### config.mk
export PLATFORM = sky130hd
export DESIGN_NAME = uart_pkt_engine_flat
export DESIGN_NICKNAME = d
export VERILOG_FILES = /design/src/rtl/uart_pkt_pkg.sv /design/src/rtl/uart_pkt_engine_if.sv /design/src/rtl/uart_pkt_buf.sv /design/src/rtl/uart_pkt_engine.sv /design/src/flat_wrapper.sv
export SDC_FILE = /design/constraint.sdc
export NUM_CORES = 1
export LEC_CHECK = 0
export ABC_AREA = 1
export ABC_CLOCK_PERIOD_IN_PS = 2600
export CORE_MARGIN = 3
export CORE_UTILIZATION = 35
export CTS_CLUSTER_SIZE = 40
export DETAILED_ROUTE_END_ITERATION = 10
export GPL_ROUTABILITY_DRIVEN = 0
export PLACE_DENSITY = 0.55
export SYNTH_ARGS = -nofsm -noshare
export SYNTH_HDL_FRONTEND = slang
export SYNTH_SLANG_ARGS = --single-unit
### constraint.sdc
create_clock -name CLK -period 2.6 [get_ports CLK]
set_clock_uncertainty 0.05 [all_clocks]
set_input_delay 0.52 -clock CLK [delete_from_list [all_inputs] [get_ports CLK]]
set_output_delay 0.52 -clock CLK [all_outputs]
set_load 0.02 [all_outputs]
### src/rtl/uart_pkt_pkg.sv
// Shared types, width helper and ASCII constants for the UART packet engine.
package uart_pkt_pkg;

  typedef enum logic {
    R_FILL,
    R_HOLD
  } rxState_t;

  typedef enum logic [1:0] {
    T_IDLE,
    T_SEND,
    T_DRAIN
  } txState_t;

  localparam logic [7:0] ASCII_LF = 8'h0A;
  localparam logic [7:0] ASCII_CR = 8'h0D;
  localparam logic [7:0] ASCII_SP = 8'h20;

  // Ceiling log2; clog2(1) = 0.
  function automatic int unsigned clog2(input int unsigned n);
    int unsigned r;
    longint unsigned v;
    r = 0;
    v = 1;
    while (v < n) begin
      v = v << 1;
      r++;
    end
    return r;
  endfunction

endpackage

### src/rtl/uart_pkt_engine_if.sv
// Packet-layer signal bundle: RX byte/packet side and TX packet/byte side.
interface uart_pkt_engine_if
  import uart_pkt_pkg::*;
#(
  parameter int unsigned MAX_LEN = 16
) ();
  localparam int unsigned LW = clog2(MAX_LEN + 1);
  localparam int unsigned AW = clog2(MAX_LEN);

  logic [7:0]    rx_data;
  logic          rx_rdy;
  logic          rx_pkt_valid;
  logic [LW-1:0] rx_pkt_len;
  logic          rx_pkt_ovf;
  logic [AW-1:0] rx_rd_addr;
  logic [7:0]    rx_rd_data;
  logic          rx_pkt_ack;
  logic          tx_ld_en;
  logic [AW-1:0] tx_ld_addr;
  logic [7:0]    tx_ld_data;
  logic          tx_pkt_start;
  logic [LW-1:0] tx_pkt_len;
  logic          tx_pkt_busy;
  logic          tx_pkt_done;
  logic [7:0]    tx_din;
  logic          tx_wr_en;
  logic          tx_busy;

  modport master (
    output rx_data, rx_rdy, rx_rd_addr, rx_pkt_ack,
    output tx_ld_en, tx_ld_addr, tx_ld_data, tx_pkt_start, tx_pkt_len, tx_busy,
    input  rx_pkt_valid, rx_pkt_len, rx_pkt_ovf, rx_rd_data,
    input  tx_pkt_busy, tx_pkt_done, tx_din, tx_wr_en
  );

  modport slave (
    input  rx_data, rx_rdy, rx_rd_addr, rx_pkt_ack,
    input  tx_ld_en, tx_ld_addr, tx_ld_data, tx_pkt_start, tx_pkt_len, tx_busy,
    output rx_pkt_valid, rx_pkt_len, rx_pkt_ovf, rx_rd_data,
    output tx_pkt_busy, tx_pkt_done, tx_din, tx_wr_en
  );

endinterface

### src/rtl/uart_pkt_buf.sv
// Byte register array: synchronous write, asynchronous read, no reset.
module uart_pkt_buf #(
  parameter int unsigned DEPTH = 16,
  parameter int unsigned AW    = 4
) (
  input  logic          CLK,
  input  logic          wrEn,
  input  logic [AW-1:0] wrAddr,
  input  logic [7:0]    wrData,
  input  logic [AW-1:0] rdAddr,
  output logic [7:0]    rdData
);

  logic [7:0] mem [DEPTH];

  always_ff @(posedge CLK) begin
    if (wrEn) mem[wrAddr] <= wrData;
  end

  assign rdData = mem[rdAddr];

endmodule

### src/rtl/uart_pkt_engine.sv
// Packet framing of received UART bytes and paced streaming of response packets.
module uart_pkt_engine
  import uart_pkt_pkg::*;
#(
  parameter int unsigned MAX_LEN   = 16,
  parameter int unsigned IDLE_CYC  = 5000000,
  parameter bit          TERM_EN   = 1'b1,
  parameter logic [7:0]  TERM_CHAR = 8'h0A,
  parameter int unsigned TX_GAP    = 5
) (
  input logic              CLK,
  input logic              RST_N,
  uart_pkt_engine_if.slave bus
);

  localparam int unsigned LW = clog2(MAX_LEN + 1);
  localparam int unsigned AW = clog2(MAX_LEN);
  localparam int unsigned IW = clog2(IDLE_CYC + 1);
  localparam int unsigned GW = clog2(TX_GAP + 1);

  localparam logic [LW-1:0] MAX_L  = LW'(MAX_LEN);
  localparam logic [IW-1:0] IDLE_L = IW'(IDLE_CYC);
  localparam logic [GW-1:0] GAP_L  = GW'(TX_GAP);

  rxState_t      rxState;
  logic          rxRdyPrev;
  logic [LW-1:0] rxLen;
  logic [IW-1:0] idleCnt;
  logic          rxValid;
  logic          rxOvf;
  logic          rxEdge;
  logic          rxIsTerm;
  logic          rxWrEn;

  assign rxEdge   = bus.rx_rdy & ~rxRdyPrev;
  assign rxIsTerm = TERM_EN && (bus.rx_data == TERM_CHAR);
  assign rxWrEn   = (rxState == R_FILL) && rxEdge && !rxIsTerm;

  uart_pkt_buf #(.DEPTH(MAX_LEN), .AW(AW)) rxBuf (
    .CLK    (CLK),
    .wrEn   (rxWrEn),
    .wrAddr (rxLen[AW-1:0]),
    .wrData (bus.rx_data),
    .rdAddr (bus.rx_rd_addr),
    .rdData (bus.rx_rd_data)
  );

  always_ff @(posedge CLK or negedge RST_N) begin
    if (!RST_N) begin
      rxState   <= R_FILL;
      rxRdyPrev <= 1'b0;
      rxLen     <= '0;
      idleCnt   <= '0;
      rxValid   <= 1'b0;
      rxOvf     <= 1'b0;
    end else begin
      rxRdyPrev <= bus.rx_rdy;
      case (rxState)
        R_FILL: begin
          if (rxEdge) begin
            if (rxIsTerm) begin
              if (rxLen != '0) begin
                rxState <= R_HOLD;
                rxValid <= 1'b1;
              end
            end else begin
              rxLen   <= rxLen + LW'(1);
              idleCnt <= '0;
              if (rxLen == MAX_L - LW'(1)) begin
                rxState <= R_HOLD;
                rxValid <= 1'b1;
              end
            end
          end else if (rxLen != '0) begin
            idleCnt <= idleCnt + IW'(1);
            if (idleCnt + IW'(1) == IDLE_L) begin
              rxState <= R_HOLD;
              rxValid <= 1'b1;
            end
          end
        end
        R_HOLD: begin
          // Ack wins over a coincident byte edge: the byte is lost and ovf still clears.
          if (bus.rx_pkt_ack) begin
            rxState <= R_FILL;
            rxValid <= 1'b0;
            rxOvf   <= 1'b0;
            rxLen   <= '0;
            idleCnt <= '0;
          end else if (rxEdge) begin
            rxOvf <= 1'b1;
          end
        end
        default: rxState <= R_FILL;
      endcase
    end
  end

  assign bus.rx_pkt_valid = rxValid;
  assign bus.rx_pkt_len   = rxLen;
  assign bus.rx_pkt_ovf   = rxOvf;

  txState_t      txState;
  logic [LW-1:0] txLen;
  logic [LW-1:0] txIdx;
  logic [GW-1:0] gapCnt;
  logic          txBusyR;
  logic          txDone;
  logic [7:0]    txDin;
  logic          txWrEn;
  logic [7:0]    txRdData;
  logic          txLdEn;

  assign txLdEn = bus.tx_ld_en && (txState == T_IDLE);

  uart_pkt_buf #(.DEPTH(MAX_LEN), .AW(AW)) txBuf (
    .CLK    (CLK),
    .wrEn   (txLdEn),
    .wrAddr (bus.tx_ld_addr),
    .wrData (bus.tx_ld_data),
    .rdAddr (txIdx[AW-1:0]),
    .rdData (txRdData)
  );

  always_ff @(posedge CLK or negedge RST_N) begin
    if (!RST_N) begin
      txState <= T_IDLE;
      txLen   <= '0;
      txIdx   <= '0;
      gapCnt  <= '0;
      txBusyR <= 1'b0;
      txDone  <= 1'b0;
      txDin   <= '0;
      txWrEn  <= 1'b0;
    end else begin
      txWrEn <= 1'b0;
      txDone <= 1'b0;
      case (txState)
        T_IDLE: begin
          if (bus.tx_pkt_start) begin
            if (bus.tx_pkt_len == '0) begin
              txDone <= 1'b1;
            end else begin
              txLen   <= bus.tx_pkt_len;
              txIdx   <= '0;
              gapCnt  <= GAP_L;
              txBusyR <= 1'b1;
              txState <= T_SEND;
            end
          end
        end
        T_SEND: begin
          if (!bus.tx_busy && gapCnt >= GAP_L) begin
            txDin  <= txRdData;
            txWrEn <= 1'b1;
            txIdx  <= txIdx + LW'(1);
            gapCnt <= '0;
            if (txIdx == txLen - LW'(1)) txState <= T_DRAIN;
          end else if (gapCnt != GAP_L) begin
            gapCnt <= gapCnt + GW'(1);
          end
        end
        T_DRAIN: begin
          if (!bus.tx_busy && gapCnt >= GAP_L) begin
            txDone  <= 1'b1;
            txBusyR <= 1'b0;
            txState <= T_IDLE;
          end else if (gapCnt != GAP_L) begin
            gapCnt <= gapCnt + GW'(1);
          end
        end
        default: txState <= T_IDLE;
      endcase
    end
  end

  assign bus.tx_pkt_busy = txBusyR;
  assign bus.tx_pkt_done = txDone;
  assign bus.tx_din      = txDin;
  assign bus.tx_wr_en    = txWrEn;

endmodule

### src/flat_wrapper.sv
// flat-port wrapper written by rule: the top's interface ports become plain ports
module uart_pkt_engine_flat import uart_pkt_pkg::*;
#(
  parameter int unsigned MAX_LEN   = 16,
  parameter int unsigned IDLE_CYC  = 5000000,
  parameter bit          TERM_EN   = 1'b1,
  parameter logic [7:0]  TERM_CHAR = 8'h0A,
  parameter int unsigned TX_GAP    = 5
)
  (CLK, RST_N, bus_rx_data, bus_rx_rdy, bus_rx_rd_addr, bus_rx_pkt_ack, bus_tx_ld_en, bus_tx_ld_addr, bus_tx_ld_data, bus_tx_pkt_start, bus_tx_pkt_len, bus_tx_busy, bus_rx_pkt_valid, bus_rx_pkt_len, bus_rx_pkt_ovf, bus_rx_rd_data, bus_tx_pkt_busy, bus_tx_pkt_done, bus_tx_din, bus_tx_wr_en);
  uart_pkt_engine_if #(.MAX_LEN(MAX_LEN)) bus_i ();
  input logic CLK;
  input logic RST_N;
  input wire logic [$bits(bus_i.rx_data)-1:0] bus_rx_data;
  input wire logic [$bits(bus_i.rx_rdy)-1:0] bus_rx_rdy;
  input wire logic [$bits(bus_i.rx_rd_addr)-1:0] bus_rx_rd_addr;
  input wire logic [$bits(bus_i.rx_pkt_ack)-1:0] bus_rx_pkt_ack;
  input wire logic [$bits(bus_i.tx_ld_en)-1:0] bus_tx_ld_en;
  input wire logic [$bits(bus_i.tx_ld_addr)-1:0] bus_tx_ld_addr;
  input wire logic [$bits(bus_i.tx_ld_data)-1:0] bus_tx_ld_data;
  input wire logic [$bits(bus_i.tx_pkt_start)-1:0] bus_tx_pkt_start;
  input wire logic [$bits(bus_i.tx_pkt_len)-1:0] bus_tx_pkt_len;
  input wire logic [$bits(bus_i.tx_busy)-1:0] bus_tx_busy;
  output wire logic [$bits(bus_i.rx_pkt_valid)-1:0] bus_rx_pkt_valid;
  output wire logic [$bits(bus_i.rx_pkt_len)-1:0] bus_rx_pkt_len;
  output wire logic [$bits(bus_i.rx_pkt_ovf)-1:0] bus_rx_pkt_ovf;
  output wire logic [$bits(bus_i.rx_rd_data)-1:0] bus_rx_rd_data;
  output wire logic [$bits(bus_i.tx_pkt_busy)-1:0] bus_tx_pkt_busy;
  output wire logic [$bits(bus_i.tx_pkt_done)-1:0] bus_tx_pkt_done;
  output wire logic [$bits(bus_i.tx_din)-1:0] bus_tx_din;
  output wire logic [$bits(bus_i.tx_wr_en)-1:0] bus_tx_wr_en;
  assign bus_i.rx_data = bus_rx_data;
  assign bus_i.rx_rdy = bus_rx_rdy;
  assign bus_i.rx_rd_addr = bus_rx_rd_addr;
  assign bus_i.rx_pkt_ack = bus_rx_pkt_ack;
  assign bus_i.tx_ld_en = bus_tx_ld_en;
  assign bus_i.tx_ld_addr = bus_tx_ld_addr;
  assign bus_i.tx_ld_data = bus_tx_ld_data;
  assign bus_i.tx_pkt_start = bus_tx_pkt_start;
  assign bus_i.tx_pkt_len = bus_tx_pkt_len;
  assign bus_i.tx_busy = bus_tx_busy;
  assign bus_rx_pkt_valid = bus_i.rx_pkt_valid;
  assign bus_rx_pkt_len = bus_i.rx_pkt_len;
  assign bus_rx_pkt_ovf = bus_i.rx_pkt_ovf;
  assign bus_rx_rd_data = bus_i.rx_rd_data;
  assign bus_tx_pkt_busy = bus_i.tx_pkt_busy;
  assign bus_tx_pkt_done = bus_i.tx_pkt_done;
  assign bus_tx_din = bus_i.tx_din;
  assign bus_tx_wr_en = bus_i.tx_wr_en;
  uart_pkt_engine #(.MAX_LEN(MAX_LEN), .IDLE_CYC(IDLE_CYC), .TERM_EN(TERM_EN), .TERM_CHAR(TERM_CHAR), .TX_GAP(TX_GAP)) u_core (.CLK(CLK), .RST_N(RST_N), .bus(bus_i));
endmodule
==> results.ini <==
[run_status]
status=finished, final reports clean

[cells_and_area]
area_growth_pct=21.6
diodes=0
nets=1368
n_fill_cell=3524
drive_gt1_frac=0.112
finalNonFillerCells=1857

[worst_hold_path]
whs_path_depth=1
hp-start=bus_rx_rdy
hold-path-endpoint=u_core.rxRdyPrev$_DFF_PN0_
hold_class=input pin to register

[cts]
cts_tree=done
clk_pin_slew_ns=0.06
h-tree-depth=2
cts_root_buf=clkbuf_16
cts_buffers=36
cts.sinks=314
cts.path.max_buffers=3
clk_latency_ns=0.52

[floorplanning]
core-area_sq_mm=0.0379
start_util=0.358
fp.dieH_um=203
dieArea_sq_mm=0.0412
std_cell_rows=71
io_pins=62
fp.dieW_um=203

[drt]
drc=0
wl_um=32200
dr.pass1.iters=5
drtIter0Drc=602
drt-wirelength-per-cell_um=17.3
vias_per_cell=4.92
ant_nets=0
vias=9137

[setup_path]
arrival_ns=1.98
worst-path-max-fanout=10
crit_required_ns=2.03
r2r-end=u_core.txIdx[2]$_DFFE_PN0P_
r2r_cells=10
worst_setup_path_end_kind=primary output
path_class=input pin to primary output
startpoint_type=input pin
rr_startpoint=u_core.txState[0]$_DFFE_PN0P_
r2r_setup_slack_ns=0.32

[sta]
slew-limit-headroom=0.490
slew_viol_final=0
setup_viol=0
fin_crit_sh=0.981
max_clock_freq_ghz=0.392
worst_pin_slew_ns=0.762
rsz0062_at_grt=true
period_needed_ns=2.55
hold_viol_final=0
layout_setup_ws_ns=0.0496

[synth]
synth_xor_xnor_area_share=0.00774
synth_edf_count=256
yosys.area_share.simple=0.121
yosys.cell_types.count=38
synthMuxAreaShare=0.0236
synthFlopType=edfxtp_1
synth_nets=1248
ys_seq_area_frac=0.673
syn_inst=1199
async_flop_share=0.185
ys_seq_elements=314
ys_warn_count=0
synth-compound-area-share=0.118
synth_area_sq_mm=0.0136
synth_area_per_cell_sq_um=11.3
synthAdderAreaFrac=0.0120
synth_top_family_by_area=simple AND/OR/NAND/NOR gates

[global_route]
grtUsageMet3=0.0298
antenna_found_initial=0
grt_pass1_vias=9404
top_usage_layer=met2
grt_use_total=0.157
grt_use_met1=0.211
use_met2=0.261
grt_pass1_wl_um=51600
grt_max_degree=45
grt_overflow_total=0

[placed_design]
dp_cells=1790
hpwl_um=21300
place_ws_ns=-0.374
io_buffers=61

[pwr]
ir_worst_vdd_mv=0.427
p_per_area_mw_per_mm2=862
p_leak_nw=6.10

[flow_run]
maxCapViolations=0

critical path, stage by stage:
cell,delay [ns]
clkdlybuf4s50_1,0.52
clkinv_1,0.07
buf_4,0.18
o211ai_1,0.11
nand3_1,0.11
nand2_1,0.11
dlygate4sd2_1,0.35
worst max-delay path by stage:
| stage | cells after the start | slack (ns) | to | start |
|---|---|---|---|---|
| 6_report | 7 | 0.05 | bus_rx_rd_data[4] | bus_rx_rd_addr[2] |
| 5_1_grt | 6 | -0.03 | bus_rx_rd_data[4] | bus_rx_rd_addr[2] |
| 4_1_cts | 6 | 0.005 | bus_rx_rd_data[7] | bus_rx_rd_addr[2] |
| 3_5_place_dp | 7 | -0.37 | bus_rx_rd_data[7] | bus_rx_rd_addr[1] |
| 3_3_place_gp | 7 | -0.36 | bus_rx_rd_data[7] | bus_rx_rd_addr[1] |
| 2_1_floorplan | 6 | 0.34 | u_core.rxBuf.mem[15][0]$_DFFE_PP_ | bus_rx_rdy |
stage by stage:
stage           util  total power, W  hold slack (ns)  area [sq um]  TNS [ns]
6_report       0.435          0.0142            0.434         16500         0
5_1_grt        0.435          0.0150            0.421         16500   -0.0318
4_1_cts        0.435          0.0144            0.410         16500         0
3_5_place_dp   0.403         0.00923            0.462         15300     -4.40
3_3_place_gp   0.403         0.00917            0.453         15300     -3.84
2_1_floorplan      -         0.00797            0.174         13600         0
power breakdown:
group | switching [W] | total (W) | internal (W)
combinational | 0.00195 | 0.00311 | 0.00116
clock | 0.00201 | 0.00515 | 0.00314
sequential | 0.000208 | 0.00597 | 0.00577
state kept, by name, summed over array words and instances, names as in the netlist:
signal,cells
u_core.bus.tx_din,8
u_core.gapCnt,3
u_core.txState,2
u_core.bus.rx_pkt_len,5
u_core.txBuf.mem,128
u_core.rxBuf.mem,128
u_core.txIdx,5
u_core.bus.rx_pkt_ovf,1
u_core.bus.tx_wr_en,1
u_core.bus.tx_pkt_busy,1
u_core.rxRdyPrev,1
u_core.rxState,1
u_core.bus.tx_pkt_done,1
u_core.bus.rx_pkt_valid,1
u_core.txLen,5
u_core.idleCnt,23
kinds of logic after synthesis:
family          Yosys count
buf+inv                 158
compound gates          283
flops                   314
simple gates            387
mux                      32
fa+ha+maj                13
xor+xnor                 12
repair_timing:
item	in CTS	in global routing
hold buffers	1	0
buffers inserted	0	0
gates resized for setup	12	8
endpoints found under the setup margin	8	8
endpoints found under the hold margin	19	0
cloned	1	0
cell usage in the layout (no fill, tap or decap), types with 5 or more instances in the layout:
cell type        count
nand2_2              5
dfrtp_1             57
nand3_1             55
clkbuf_16           37
buf_4               59
o22a_1               8
clkinv_2             6
ha_1                13
a21oi_1             45
nor2_1             156
clkinv_1            10
nand2_1            144
bufinv_16            5
o211ai_1            34
xor2_1               9
clkdlybuf4s50_1     50
nand4_1              6
edfxtp_1           256
nor3_1               5
a31oi_1              6
o21ai_0            142
clkbuf_1             6
mux2i_1             32
buf_12              11
inv_1              101
o22ai_1             39
layout make-up:
| type | count | area, sq um | area share |
|---|---|---|---|
| clock inverter | 21 | 239 | 0.0145 |
| clock buffer | 44 | 962 | 0.0583 |
| multi-input combinational | 727 | 3830 | 0.232 |
| timing repair buffer | 133 | 1290 | 0.0784 |
| inverter | 107 | 402 | 0.0243 |
| sequential | 314 | 9140 | 0.554 |
| tap | 511 | 639 | 0.0387 |
synth_stat cells (2+ instances only):
| library cell | number | area [sq um] |
|---|---|---|
| o21ai_0 | 142 | 711 |
| nor2_1 | 156 | 586 |
| or2_2 | 2 | 12.5 |
| nand4_1 | 6 | 37.5 |
| nor2_2 | 4 | 25.0 |
| nand2_2 | 5 | 31.3 |
| nor2_4 | 4 | 45.0 |
| a31oi_1 | 6 | 37.5 |
| nand2_1 | 144 | 541 |
| dfrtp_1 | 58 | 1450 |
| o21ai_1 | 4 | 20.0 |
| xor2_1 | 9 | 78.8 |
| nor3_1 | 5 | 25.0 |
| edfxtp_1 | 256 | 7690 |
| nand3_1 | 55 | 275 |
| o211ai_1 | 34 | 255 |
| ha_1 | 13 | 163 |
| inv_1 | 102 | 383 |
| inv_2 | 2 | 7.51 |
| o31ai_1 | 2 | 15.0 |
| a21oi_1 | 45 | 225 |
| buf_2 | 5 | 25.0 |
| clkinv_1 | 3 | 11.3 |
| clkbuf_1 | 44 | 165 |
| mux2i_1 | 32 | 320 |
| nand2_4 | 2 | 22.5 |
| xnor2_1 | 3 | 26.3 |
| o22ai_1 | 39 | 244 |
| o22a_1 | 8 | 70.1 |
layer usage:
metal,part of all wire,wire length (um),vias up
met3,0.045,1440,51
met1,0.46,14700,4436
met4,0.024,784,0
met2,0.47,15300,162
li1,-,-,4488
met5,0,0,-
(Power assumes the default switching activity.)
